===== src/rtl/adder_pkg.sv =====
// Shared definitions for the multi-cycle adder family: controller state
// encoding and helpers that derive the slice count and the slice-index
// width from the WIDTH/CHUNK parameters.
package adder_pkg;

   // Controller states: wait for a request, add slices, present the result
   typedef enum logic [1:0] {
      IDLE = 2'd0,
      RUN  = 2'd1,
      DONE = 2'd2
   } state_t;

   // Number of CHUNK-bit slices in a WIDTH-bit operand. A non-positive
   // CHUNK is caught by the elaboration check in the top, so this only
   // guards the division.
   function automatic int calcNchunk(input int width, input int chunk);
      return (chunk < 1) ? 1 : (width / chunk);
   endfunction

   // Width of the slice index counter, never less than one bit so that the
   // single-slice configuration still has a legal counter.
   function automatic int calcIdxWidth(input int nchunk);
      return (nchunk <= 1) ? 1 : $clog2(nchunk);
   endfunction

endpackage


===== src/rtl/chunk_adder.sv =====
// Combinational CHUNK-bit ripple-carry slice adder. One full-adder cell
// per bit. Besides the carry out it exposes the carry into the top bit,
// which the top uses to derive signed overflow on the last slice.
module chunk_adder #(
   parameter int CHUNK = 8
) (
   input  logic [CHUNK-1:0] x,
   input  logic [CHUNK-1:0] y,
   input  logic             ci,
   output logic [CHUNK-1:0] s,
   output logic             co,
   output logic             c_msb
);

   logic [CHUNK:0] w_carry;

   assign w_carry[0] = ci;

   // Ripple chain: each cell produces its sum bit and passes a carry up
   genvar i;
   generate
      for (i = 0; i < CHUNK; i++) begin : g_cell
         assign s[i]         = x[i] ^ y[i] ^ w_carry[i];
         assign w_carry[i+1] = (x[i] & y[i]) | (w_carry[i] & (x[i] ^ y[i]));
      end
   endgenerate

   assign co    = w_carry[CHUNK];
   assign c_msb = w_carry[CHUNK-1];

endmodule


===== src/rtl/multicycle_adder.sv =====
// Multi-cycle ripple-carry adder: computes a + b + cin one CHUNK-bit slice
// per clock over WIDTH/CHUNK cycles, behind a start/busy/done handshake.
// Optional build macro: MULTICYCLE_ADDER_OVF_EN adds a registered signed
// overflow output (ovf).
module multicycle_adder
   import adder_pkg::*;
#(
   parameter int WIDTH = 32,
   parameter int CHUNK = 8
) (
   input  logic             clk,
   input  logic             rst_n,
   input  logic             start,
   input  logic [WIDTH-1:0] a,
   input  logic [WIDTH-1:0] b,
   input  logic             cin,
   output logic             busy,
   output logic             done,
   output logic [WIDTH-1:0] sum,
   output logic             cout
`ifdef MULTICYCLE_ADDER_OVF_EN
   ,
   output logic             ovf
`endif
);

   localparam int NCHUNK = calcNchunk(WIDTH, CHUNK);
   localparam int IDXW   = calcIdxWidth(NCHUNK);

   // Reject configurations whose slices would not tile the operand exactly
   generate
      if ((CHUNK < 1) || ((WIDTH % CHUNK) != 0)) begin : g_badParams
         $fatal(1, "multicycle_adder: WIDTH must be a multiple of CHUNK and CHUNK must be >= 1");
      end
   endgenerate

   state_t           r_state;
   logic [IDXW-1:0]  r_idx;
   logic [WIDTH-1:0] r_opA;
   logic [WIDTH-1:0] r_opB;
   logic             r_carry;
   logic [WIDTH-1:0] r_work;
   logic [WIDTH-1:0] r_sum;
   logic             r_cout;
   logic             r_busy;
   logic             r_done;

   logic [CHUNK-1:0] w_sliceA;
   logic [CHUNK-1:0] w_sliceB;
   logic [CHUNK-1:0] w_sliceSum;
   logic             w_sliceCo;
   logic [WIDTH-1:0] w_workNext;
   logic             w_lastSlice;

`ifdef MULTICYCLE_ADDER_OVF_EN
   logic             r_ovf;
   logic             w_sliceCmsb;
`endif

   // Slice mux: pick operand slice k out of the captured operands
   always_comb begin
      w_sliceA = '0;
      w_sliceB = '0;
      for (int k = 0; k < NCHUNK; k++) begin
         if (r_idx == IDXW'(k)) begin
            w_sliceA = r_opA[k*CHUNK +: CHUNK];
            w_sliceB = r_opB[k*CHUNK +: CHUNK];
         end
      end
   end

   chunk_adder #(
      .CHUNK (CHUNK)
   ) u_chunkAdder (
      .x     (w_sliceA),
      .y     (w_sliceB),
      .ci    (r_carry),
      .s     (w_sliceSum),
      .co    (w_sliceCo),
`ifdef MULTICYCLE_ADDER_OVF_EN
      .c_msb (w_sliceCmsb)
`else
      .c_msb ()
`endif
   );

   // Working register with the current slice sum merged into slice k; this
   // is also the value committed to sum on the final slice
   always_comb begin
      w_workNext = r_work;
      for (int k = 0; k < NCHUNK; k++) begin
         if (r_idx == IDXW'(k)) begin
            w_workNext[k*CHUNK +: CHUNK] = w_sliceSum;
         end
      end
   end

   assign w_lastSlice = (r_idx == IDXW'(NCHUNK - 1));

   // Controller and datapath registers: capture in IDLE, one slice per RUN
   // cycle, commit on the edge into DONE, then return to IDLE
   always_ff @(posedge clk or negedge rst_n) begin
      if (!rst_n) begin
         r_state <= IDLE;
         r_idx   <= '0;
         r_opA   <= '0;
         r_opB   <= '0;
         r_carry <= 1'b0;
         r_work  <= '0;
         r_sum   <= '0;
         r_cout  <= 1'b0;
         r_busy  <= 1'b0;
         r_done  <= 1'b0;
`ifdef MULTICYCLE_ADDER_OVF_EN
         r_ovf   <= 1'b0;
`endif
      end else begin
         case (r_state)
            IDLE: begin
               r_done <= 1'b0;
               if (start) begin
                  r_opA   <= a;
                  r_opB   <= b;
                  r_carry <= cin;
                  r_idx   <= '0;
                  r_busy  <= 1'b1;
                  r_state <= RUN;
               end
            end
            RUN: begin
               r_work  <= w_workNext;
               r_carry <= w_sliceCo;
               if (w_lastSlice) begin
                  r_sum   <= w_workNext;
                  r_cout  <= w_sliceCo;
`ifdef MULTICYCLE_ADDER_OVF_EN
                  r_ovf   <= w_sliceCmsb ^ w_sliceCo;
`endif
                  r_done  <= 1'b1;
                  r_idx   <= '0;
                  r_state <= DONE;
               end else begin
                  r_idx   <= r_idx + IDXW'(1);
               end
            end
            DONE: begin
               r_done  <= 1'b0;
               r_busy  <= 1'b0;
               r_state <= IDLE;
            end
            default: begin
               r_done  <= 1'b0;
               r_busy  <= 1'b0;
               r_state <= IDLE;
            end
         endcase
      end
   end

   assign busy = r_busy;
   assign done = r_done;
   assign sum  = r_sum;
   assign cout = r_cout;
`ifdef MULTICYCLE_ADDER_OVF_EN
   assign ovf  = r_ovf;
`endif

endmodule

===== config.mk =====
export PLATFORM = sky130hd
export DESIGN_NAME = multicycle_adder
export DESIGN_NICKNAME = d
export VERILOG_FILES = /design/src/rtl/adder_pkg.sv /design/src/rtl/chunk_adder.sv /design/src/rtl/multicycle_adder.sv
export SDC_FILE = /design/constraint.sdc
export NUM_CORES = 1
export LEC_CHECK = 0
export BUFFER_PORTS_ARGS = -buffer_cell sky130_fd_sc_hd__buf_4
export CAP_MARGIN = 20
export CORE_ASPECT_RATIO = 0.7
export CORE_MARGIN = 5
export CORE_UTILIZATION = 50
export DETAILED_ROUTE_END_ITERATION = 8
export HOLD_SLACK_MARGIN = 0.03
export PLACE_DENSITY = 0.87
export SYNTH_ARGS = -nofsm -noshare
export SYNTH_HDL_FRONTEND = slang
export SYNTH_HIERARCHICAL = 1
export SYNTH_SLANG_ARGS = --single-unit

===== constraint.sdc =====
create_clock -name clk -period 4.5 [get_ports clk]
set_clock_uncertainty 0.15 [all_clocks]
set_input_delay 0.675 -clock clk [delete_from_list [all_inputs] [get_ports clk]]
set_output_delay 0.675 -clock clk [all_outputs]
set_load 0.02 [all_outputs]

# Word-level counts from Yosys, hierarchy flattened
# Cells that the tools add are included.
totals:
  regBits: 136
  input_bits: 68
classes:
  addsub: 1
  n_eq_ne: 6
  muxes: 24
  bitwise_logic: 41
  n_reduce_logical: 8
op_table:
  columns: ["operator", "n"]
  rows:
  - ["8-bit two-way mux", 12]
  - ["1-bit AND", 16]
  - ["1-bit bitwise XOR", 16]
  - ["2-bit AND reduction", 5]
  - ["2-bit two-way mux", 4]
  - ["1-bit OR", 8]
  - ["2-bit one-hot mux with 2 select lines", 2]
  - ["2-bit by 1-bit == test with 1-bit output, second input constant", 2]
  - ["2-bit == test, second input constant", 2]
  - ["2-bit logical NOT", 2]
  - ["1-bit two-way mux", 4]
  - ["2-bit != test, second input constant", 2]
  - ["1-bit one-hot mux with 2 select lines", 2]
  - ["2-bit by 1-bit adder with 2-bit output, second input constant", 1]
  - ["2-bit nonzero test", 1]
  - ["1-bit NOT", 1]

# Depth between registers and ports, before layout
depth:
  depth_word: 23
  depth_mapped: 20
  mapped_depth_nobuf: 19

# Modules after synthesis
# Netlist, hierarchy kept.
by_module_without_submodules:
  columns: ["module", "instances", "cells_each", "area_per_inst_um2"]
  rows:
  - ["multicycle_adder", 1, 421, 6014.5]
  - ["chunk_adder", 1, 18, 197.7]

# Least setup slack after synthesis
# Ideal clock, no wire load.
synth_path:
  kind: "reg2reg"
  startpoint: "register r_idx[0]"
  endpoint: "register r_work[7]"
  arrival_ps: 4517
  path_slack_ps: -292
  path_stages_with_launch: 19
  path_cell_list: "dfrtp_1 -> ha_1 -> buf_2 -> nor2_1 -> buf_2 -> a31oi_1 -> fa_1 -> inv_1 -> fa_1 -> inv_1 -> fa_1 -> fa_1 -> fa_1 -> fa_1 -> inv_1 -> fa_1 -> inv_1 -> fa_1 -> mux2_4"
synth_between:
  elab_chain_len: 22
synth_rtl:
  columns: ["item", "line", "rtl"]
  rows:
  - ["from (decl)", "multicycle_adder.sv:38", "logic [IDXW-1:0] r_idx;"]
  - ["from (signal assigned)", "multicycle_adder.sv:143", "r_idx <= r_idx + IDXW'(1);"]
  - ["2-bit logical NOT", "multicycle_adder.sv:65", "if (r_idx == IDXW'(k)) begin"]
  - ["8-bit two-way mux (3 in series)", "multicycle_adder.sv:65", null]
  - ["8-bit two-way mux *", "multicycle_adder.sv:65", null]
  - ["named net w_sliceA[0]", "multicycle_adder.sv:48", "logic [CHUNK-1:0] w_sliceA;"]
  - ["1-bit bitwise XOR", "chunk_adder.sv:24", "assign w_carry[i+1] = (x[i] & y[i]) | (w_carry[i] & (x[i] ^ y[i]));"]
  - ["1-bit AND", "chunk_adder.sv:24", null]
  - ["1-bit OR *", "chunk_adder.sv:24", null]
  - ["1-bit AND *", "chunk_adder.sv:24", null]
  - ["[7 not listed]", null, null]
  - ["1-bit AND *", "chunk_adder.sv:24", null]
  - ["1-bit OR *", "chunk_adder.sv:24", null]
  - ["1-bit AND *", "chunk_adder.sv:24", null]
  - ["1-bit OR *", "chunk_adder.sv:24", null]
  - ["named net u_chunkAdder.c_msb", "chunk_adder.sv:12", "output logic c_msb"]
  - ["1-bit bitwise XOR *", "chunk_adder.sv:23", "assign s[i] = x[i] ^ y[i] ^ w_carry[i];"]
  - ["named net w_sliceSum[7]", "multicycle_adder.sv:50", "logic [CHUNK-1:0] w_sliceSum;"]
  - ["8-bit two-way mux *", "multicycle_adder.sv:92", "if (r_idx == IDXW'(k)) begin"]
  - ["to (signal assigned)", "multicycle_adder.sv:131", "r_work <= w_workNext;"]
  - ["to (decl)", "multicycle_adder.sv:42", "logic [WIDTH-1:0] r_work;"]
# The timed path passes the listed nets; every way through them passes the cells marked *.
# A chain may end at the register's enable or synchronous reset.

# Final worst setup path
layout_path:
  startpoint: "register r_idx[1]"
  endpoint: "register r_sum[23], in the netlist sum[23]"
layout_between:
  elab_chain_len: 22
layout_rtl:
  columns: ["item", "line", "rtl"]
  rows:
  - ["2-bit logical NOT", "multicycle_adder.sv:65", null]
  - ["8-bit two-way mux (3 in series)", "multicycle_adder.sv:65", null]
  - ["8-bit two-way mux *", "multicycle_adder.sv:65", null]
  - ["named net w_sliceB[0]", "multicycle_adder.sv:49", "logic [CHUNK-1:0] w_sliceB;"]
  - ["1-bit bitwise XOR", "chunk_adder.sv:24", null]
  - ["1-bit AND", "chunk_adder.sv:24", null]
  - ["1-bit OR *", "chunk_adder.sv:24", null]
  - ["1-bit AND *", "chunk_adder.sv:24", null]
  - ["[7 not listed]", null, null]
  - ["1-bit AND *", "chunk_adder.sv:24", null]
  - ["1-bit OR *", "chunk_adder.sv:24", null]
  - ["1-bit AND *", "chunk_adder.sv:24", null]
  - ["1-bit OR *", "chunk_adder.sv:24", null]
  - ["named net u_chunkAdder.c_msb", "chunk_adder.sv:12", null]
  - ["1-bit bitwise XOR *", "chunk_adder.sv:23", null]
  - ["named net w_sliceSum[7]", "multicycle_adder.sv:50", null]
  - ["8-bit two-way mux *", "multicycle_adder.sv:92", null]
  - ["to (signal assigned)", "multicycle_adder.sv:134", "r_sum <= w_workNext;"]
  - ["to (decl)", "multicycle_adder.sv:43", "logic [WIDTH-1:0] r_sum;"]
# Marked as above.

==> run metrics <==
xor/xnor share of the synthesized area 0%; worst hold path type in2async; final setup fails 8; cts bufs inserted 17; clk buf depth 2; number of I/O pins 103; CP arrival 4.88 ns; Startpoint Class flip-flop; core area 12300 µm²; RR Endpoint sum[23]; Tcrit/Tclk final 104%; final worst slack -0.200 ns; Synth cell types 31; Final Net Count 634; main combinational cell family by area after synthesis multiplexers; vias in the first global route 4245; root buffer cell clkbuf_16; Synth Area in Compound Gates 6.06%; synth warn 6; CP Launch Point r_idx[1]; full die area 14800 µm²; Synth Instances 439; Initial Util 50.5%; first-pass GRT wire length 23800 µm; Worst Path Buf+Inv 5; antenna cells 0; clock-pin slew on the worst setup and hold paths 0.06 ns; CP required 4.68 ns; violated checks negative setup slack; drt first pass iters 6; most used cell along the critical path fa_2; WL/cell 20.9 µm; Routed Antenna Nets 0; Synth Area in Adders 3.38%; PortBufs 102; sequential-to-total area share from yosys stat 51.6%; largest net degree at the start of global routing 59; GRT Total Usage 21.6%; slowest CP cell fa_2; initial antenna violation count 0; Hold-fix buffers, CTS 0; CP peak stage delay 0.63 ns; crit end category flip-flop; share of cells above drive strength 1 49.9%; Yosys reg bits 128; final count of pins violating max slew 0; delay-heaviest family, CP adder cells; Routability Congestion 0.899; clock latency on the worst-skew pair 0.42 ns; CP Class reg2reg; simple-gate share of the synthesized area 6.87%; die height 103 µm; DRC viols 0; design area 7870 µm²; Die Width 143 µm; total congestion overflow 0; syn_nets 519; Slew @ Worst Pin 0.706 ns; maximum clock frequency 213 MHz; Mapped Area 6210 µm²; vias 3996; worst-path maximum fanout 7; Post-Route WL 15200 µm; Post-Syn Area per Cell 14.2 µm²; placed insts 692; status finished, violations left; worst-path cell chain ha_4, buf_6, nor2_4, a31oi_4, fa_2, inv_2, fa_2, inv_2, fa_2, fa_2, fa_2, fa_2, inv_2, fa_2, inv_2, fa_2, mux2i_1, o21ai_1; Post-DP Area 7090 µm²; flop2flop setup slack -0.20 ns; Layout area overhead 26.7%; HPWL reported at the end of detailed placement 10400 µm; non-filler cells, final 729; R2R depth 18; Starting DRT DRC Count 302; site row count 34; # Max-Cap Violations 0; unrepaired setup endpoints after global routing yes; RR Startpoint r_idx[1]; mux cell area share after synthesis 26.8%; DR vias/cell 5.48; CTS sink cnt 128; Final Hold Vio Count 0; H-tree depth 4; TritonCTS clock tree yes; Max-slew headroom 52.9%; Period minus WS final 4.70 ns
[cell usage after synthesis]
cell type | count | area share (%)
nand3b_4 | 1 | 0.32
o31ai_1 | 1 | 0.12
mux2_2 | 9 | 1.6
fa_1 | 8 | 2.6
buf_4 | 1 | 0.12
buf_2 | 10 | 0.81
nor2_1 | 4 | 0.24
nor3b_1 | 1 | 0.12
clkbuf_1 | 4 | 0.24
buf_6 | 5 | 0.91
a22oi_1 | 4 | 0.48
nand3b_1 | 13 | 1.6
and4bb_2 | 1 | 0.20
nand2b_1 | 1 | 0.10
nand2_8 | 3 | 0.97
mux2i_1 | 24 | 3.9
nor2b_1 | 1 | 0.10
a221oi_1 | 1 | 0.14
nand2_1 | 41 | 2.5
a31oi_1 | 13 | 1.3
a21oi_1 | 5 | 0.40
inv_1 | 17 | 1.0
buf_12 | 7 | 2.3
dfrtp_1 | 128 | 52
mux2_4 | 88 | 21
o22ai_1 | 15 | 1.5
nand2b_4 | 1 | 0.22
nor2b_4 | 1 | 0.22
nor2_8 | 1 | 0.32
o21ai_0 | 26 | 2.1
ha_1 | 4 | 0.81
[logic make-up (layout without fill, tap and decap cells)]
logic type | after synthesis | in the layout
compound gates | 65 | 65
fa+ha+maj | 12 | 12
buf+inv | 44 | 172
flops | 128 | 128
mux | 121 | 121
simple gates | 69 | 69
[metrics by stage]
| stage | setup TNS [ns] | util [%] | setup slack [ns] | hold slack (ns) |
|---|---|---|---|---|
| 3_5_place_dp | -1.65 | 57.7 | -0.247 | 0.325 |
| 4_1_cts | -0.850 | 63.9 | -0.139 | 0.185 |
| 5_1_grt | -2.03 | 64.0 | -0.284 | 0.205 |
| 3_3_place_gp | 0 | 57.7 | 0.0892 | 0.316 |
| 6_report | -1.33 | 64.0 | -0.200 | 0.159 |
| 2_1_floorplan | 0 | - | 0.0235 | 0.229 |
[layout make-up]
type	instances	area, µm²
Sequential cell	128	3210
Tap cell	162	203
Inverter	17	67.6
Clock buffer	22	454
Multi-Input combinational cell	267	2790
Clock inverter	10	231
Timing Repair Buffer	123	927
Fill cell	847	4420
[worst max path at each step]
stage                     slack [ns]        end  cells after the start
after detailed placement       -0.25    sum[15]                     19
after global routing           -0.28    sum[15]                     18
after global placement          0.09    sum[23]                     19
after CTS                      -0.14    sum[23]                     18
final                          -0.20    sum[23]                     18
after floorplan                 0.02  r_work[7]                     19
[layout by cell type, fill, tap and decap left out, types with 2 or more instances in the layout]
master      synthesis  routed
a21oi_1             5       5
a22oi_1             4       3
a31oi_1            13      12
buf_4               1     122
bufinv_16           0       7
clkbuf_1            4       4
clkbuf_16           0      17
clkinvlp_4          0       2
dfrtp_1           128     126
dfrtp_2             0       2
fa_2                0       8
ha_4                0       3
inv_1              17       9
inv_2               0       7
mux2_2              9       9
mux2_4             88      88
mux2i_1            24      24
nand2_1            41      41
nand2_8             3       3
nand2b_4            1       2
nand3b_1           13      13
nor2_1              4       3
o21ai_0            26      23
o21ai_1             0       3
o22ai_1            15      14
[metal layers]
metal	global-route usage, %	routed length (µm)	up-vias
li1	-	-	1778
met3	6.39	1040	32
met4	7.02	324	0
met5	0	0	-
met1	29.2	6770	2014
met2	34.0	7080	172
[repair_timing]
action	CTS	global route
pin swaps	2	2
endpoints found under the hold margin	0	0
gates resized for setup	16	3
endpoints found under the setup margin	12	12
setup buffers	3	2
[flip-flops by register name, indices dropped and copies added (netlist names)]
signal / cells
r_work: 24
done: 1
r_opA: 32
r_opB: 32
r_idx: 2
r_state: 2
cout: 1
r_carry: 1
busy: 1
sum: 32
Power is not shown: default switching activity piles up to over one toggle a cycle in this logic, so the estimate is an artifact.
